===== src/rtl/imem_loader.sv =====
// Byte-stream to 4-bank instruction memory loader.
// Gathers four bytes LSB-first and writes one word per bank strobe.
module imem_loader #(
    parameter int ADDR_W = 8
) (
    input  logic              clk,
    input  logic              rst,
    input  logic              start,
    input  logic [ADDR_W-1:0] base_addr,
    input  logic [ADDR_W:0]   word_count,
    input  logic              abort,
    input  logic              in_valid,
    input  logic [7:0]        in_data,
    output logic              in_ready,
    output logic              mem_we,
    output logic [ADDR_W-1:0] mem_addr,
    output logic [7:0]        mem_wdata_b0,
    output logic [7:0]        mem_wdata_b1,
    output logic [7:0]        mem_wdata_b2,
    output logic [7:0]        mem_wdata_b3,
    output logic              busy,
    output logic              done,
    output logic              error
);

    localparam logic [1:0] S_IDLE    = 2'd0;
    localparam logic [1:0] S_COLLECT = 2'd1;
    localparam logic [1:0] S_WRITE   = 2'd2;
    localparam logic [1:0] S_DONE    = 2'd3;

    localparam logic [ADDR_W:0] MAX_CNT = {1'b1, {ADDR_W{1'b0}}};

    logic [1:0]        state;
    logic [1:0]        byte_idx;
    logic [ADDR_W:0]   word_idx;
    logic [ADDR_W:0]   count_q;
    logic [ADDR_W-1:0] base_q;
    logic [7:0]        lane0;
    logic [7:0]        lane1;
    logic [7:0]        lane2;
    logic [ADDR_W-1:0] addr_q;
    logic [7:0]        wd0;
    logic [7:0]        wd1;
    logic [7:0]        wd2;
    logic [7:0]        wd3;
    logic              err_q;

    logic              xfer;
    logic              bad_cnt;
    logic [ADDR_W:0]   next_idx;

    assign xfer     = in_valid && (state == S_COLLECT);
    assign bad_cnt  = (word_count == '0) || (word_count > MAX_CNT);
    assign next_idx = word_idx + 1'b1;

    assign in_ready     = (state == S_COLLECT);
    assign mem_we       = (state == S_WRITE) && !abort;
    assign busy         = (state == S_COLLECT) || (state == S_WRITE);
    assign done         = (state == S_DONE);
    assign error        = err_q;
    assign mem_addr     = addr_q;
    assign mem_wdata_b0 = wd0;
    assign mem_wdata_b1 = wd1;
    assign mem_wdata_b2 = wd2;
    assign mem_wdata_b3 = wd3;

    always_ff @(posedge clk or posedge rst) begin
        if (rst) begin
            state    <= S_IDLE;
            byte_idx <= '0;
            word_idx <= '0;
            count_q  <= '0;
            base_q   <= '0;
            lane0    <= '0;
            lane1    <= '0;
            lane2    <= '0;
            addr_q   <= '0;
            wd0      <= '0;
            wd1      <= '0;
            wd2      <= '0;
            wd3      <= '0;
            err_q    <= 1'b0;
        end else begin
            err_q <= 1'b0;
            case (state)
                S_IDLE: begin
                    if (start) begin
                        if (bad_cnt) begin
                            err_q <= 1'b1;
                        end else begin
                            base_q   <= base_addr;
                            count_q  <= word_count;
                            byte_idx <= '0;
                            word_idx <= '0;
                            state    <= S_COLLECT;
                        end
                    end
                end
                S_COLLECT: begin
                    if (abort) begin
                        state    <= S_IDLE;
                        err_q    <= 1'b1;
                        byte_idx <= '0;
                        lane0    <= '0;
                        lane1    <= '0;
                        lane2    <= '0;
                    end else if (xfer) begin
                        byte_idx <= byte_idx + 2'd1;
                        case (byte_idx)
                            2'd0: lane0 <= in_data;
                            2'd1: lane1 <= in_data;
                            2'd2: lane2 <= in_data;
                            2'd3: begin
                                // Output regs only change on entry to WRITE
                                wd0    <= lane0;
                                wd1    <= lane1;
                                wd2    <= lane2;
                                wd3    <= in_data;
                                addr_q <= base_q + word_idx[ADDR_W-1:0];
                                state  <= S_WRITE;
                            end
                        endcase
                    end
                end
                S_WRITE: begin
                    if (abort) begin
                        state    <= S_IDLE;
                        err_q    <= 1'b1;
                        byte_idx <= '0;
                    end else begin
                        word_idx <= next_idx;
                        state    <= (next_idx == count_q) ? S_DONE : S_COLLECT;
                    end
                end
                default: begin
                    state <= S_IDLE;
                end
            endcase
        end
    end

endmodule


===== config.mk =====
export PLATFORM = sky130hd
export DESIGN_NAME = imem_loader
export DESIGN_NICKNAME = d
export VERILOG_FILES = /design/src/rtl/imem_loader.sv
export SDC_FILE = /design/constraint.sdc
export NUM_CORES = 1
export LEC_CHECK = 0
export ABC_CLOCK_PERIOD_IN_PS = 4300
export CORE_AREA = 2 2 95 97
export CTS_CLUSTER_SIZE = 8
export DETAILED_ROUTE_END_ITERATION = 10
export DIE_AREA = 0 0 97 99
export HOLD_SLACK_MARGIN = 0.05
export PLACE_DENSITY = 0.83
export SYNTH_ARGS = -nofsm -noshare
export SYNTH_HDL_FRONTEND = slang
export SYNTH_SLANG_ARGS = --single-unit

===== constraint.sdc =====
create_clock -name clk -period 4.3 [get_ports clk]
set_clock_uncertainty 0.05 [all_clocks]
set_input_delay 1.29 -clock clk [delete_from_list [all_inputs] [get_ports clk]]
set_output_delay 1.29 -clock clk [all_outputs]
set_load 0.03 [all_outputs]

==> flow_summary.ini <==
[global_routing]
grt-ovfl-total = 0
grt_max_degree = 50
first_global_vias = 3194
groute.usage.overall = 0.193
grt_pass1_wl_um = 15000
grt_antenna_before_repair = 0

[setup_path]
critical-path-top-delay-family = buffers and inverters
timing.rr.start = word_idx[0]
crit_type = in2out
reg2reg_depth = 9
rr_endpoint = mem_addr[6]
critical-path-max-stage-delay_ps = 410
crit_fanout = 3
crit_path_cell_trace = clkdlybuf4s50_1, nor2b_1, buf_4
worst_path_max_delay_cell = clkdlybuf4s50_1
cp_num_buf_inv = 2
crit_required_ps = 2960
worstPathArrival_ps = 2270
worst_setup_path_start_kind = input port
ff2ff_setup_slack_ps = 2010
end_kind = output port

[layout]
nNetsFinal = 512
final_util = 0.643
final_cells = 578
reg_top3 = count_q x9, word_idx x9
antenna_cells = 0
area.growth.synth_to_final_pct = 23.8
drive_gt1_frac = 0.162
fin_area_um2 = 5500

[min_path]
min-delay-start = mem_addr[3]
min_to = mem_addr[3]
min_delay_path_depth = 2
hold_class = reg2reg

[power]
power_mw = 2.74
cellPowerDensity_nw_per_um2 = 498
leakage_nw = 2.58
irDropWorstVdd_mv = 0.419

[logic_synthesis]
synth.top_cell.area_share = 0.535
synthesis.nets = 439
yosys_register_bits = 95
synth_cell_type_count = 42
synth_most_common_cell = dfrtp_1
synth_edf_count = 0
ys_seq_area_frac = 0.535
synth-main-ff-cell = dfrtp_1
netlist_instances = 392
async_flop_share = 1.00
synth_area_per_cell_um2 = 11.3
yosys.area.top_type = dfrtp_1
yosys-top-cells-area = dfrtp_1, mux2_2, o21ai_0
syn-cell-area_um2 = 4440
yosysWarnings = 0
synth.top_cells.by_count = dfrtp_1, mux2_2, nand2_1

[floorplanning]
coreArea_um2 = 8550
die_h_um = 99
io_pins = 75
start_util = 0.520
rows = 34
die_area_um2 = 9600
fp.dieW_um = 97

[placed_design]
dp_cells = 562
post-place-ws_ps = 419
post_dp_cell_area_um2 = 5290
dpl.hpwl_um = 6560
io_buffers = 74
place_congestion = 0.792

[clock_network]
htreeDepth = 3
holdBufCountCts = 0
worstSkewPairLatency_ps = 350
cts_root_buffer = clkbuf_8
cts_sinks = 95
cts_tree = built
cts_inserted_buffers = 9
cts_setup_buffers = 0
path_clk_slew_ps = 100
ctsResizeCount = 0
clockBufferDepth = 2

[flow_run]
cap_viol_max_count = 0

[timing]
setup-tns-final_ps = 0
fin_crit_sh = 0.839
whs_ps = 433
hold_viol = 0
layout_min_cycle_time_ps = 3610
max-slew-margin-rel = 0.467
drv_slew = 0
final.setup.worst_slack_ps = 693
max_freq_mhz = 277
rsz0062_at_grt = false
finalSetupViolCount = 0
max_slew.worst_pin.slew_ps = 799

[status]
status = finished, final reports clean

[drt]
ant_nets = 0
drc_errors = 0
dr.pass1.iters = 4
vias = 3132
viasPerCell = 5.42
drt_iter0_markers = 145
routed_wl_um = 9030
wl_per_cell_um = 15.6
==> power breakdown <==
part | internal, mW | switching [mW]
sequential | 1.11 | 0.156
combinational | 0.386 | 0.472
clock | 0.283 | 0.336
total | 1.78 | 0.964
==> cells by family after synthesis <==
group | share of synthesized area
AOI/OAI and AO/OA | 0.110
xor gates and xnor gates | 0.0374
adders and majority gates | 0.0495
buffers and inverters | 0.0321
DFF | 0.535
muxes | 0.129
and+or+nand+nor | 0.107
==> worst max path at each step <==
stage                     cells past startpoint           to          start  slack [ps]
after CTS                                     3       mem_we          abort         670
final                                         3       mem_we          abort         690
after detailed placement                      7  word_idx[7]  word_count[5]         420
after floorplan                               1    base_q[0]            rst         480
after global placement                        6   count_q[5]  word_count[5]         460
after global routing                          7  word_idx[7]  word_count[5]         610
==> final cells by class <==
cell class,instances,area (um^2)
Fill cell,681,3050
Timing Repair Buffer,78,781
Sequential cell,95,2380
Multi-Input combinational cell,263,1920
Clock buffer,9,124
Clock inverter,7,90.1
Inverter,18,68.8
Tap cell,108,135
==> worst reg2reg max path: cells and delay by family, from the launching register on <==
family	cells	cell delay [ps]
adders and majority gates	2	630
muxes	1	160
and+or+nand+nor	2	170
DFF	1	570
buffers and inverters	1	50
AOI/OAI and AO/OA	3	550
==> per-layer routing <==
metal / share of wire / up-vias / global-route usage
met5: 0 / - / 0
met4: 0.016 / 0 / 0.0704
met3: 0.033 / 12 / 0.0390
met2: 0.48 / 64 / 0.319
met1: 0.47 / 1551 / 0.254
li1: - / 1505 / -
==> cell usage in the layout (no fill, tap or decap), types with 3 or more instances in the layout <==
master	netlist	final
a21o_1	10	10
a21oi_1	7	7
buf_4	0	4
clkbuf_8	0	9
clkdlybuf4s50_1	0	73
dfrtp_1	95	95
ha_1	16	16
inv_1	18	17
mux2_2	49	49
nand2_1	47	47
nand2b_1	9	9
nand3_1	4	4
nor2_1	11	11
nor3_1	7	7
nor3b_1	4	4
o21ai_0	43	43
o22ai_1	3	3
o31ai_1	3	3
xnor2_1	9	9
xor2_1	10	10
No activity file was read; power rests on OpenSTA's default activity.
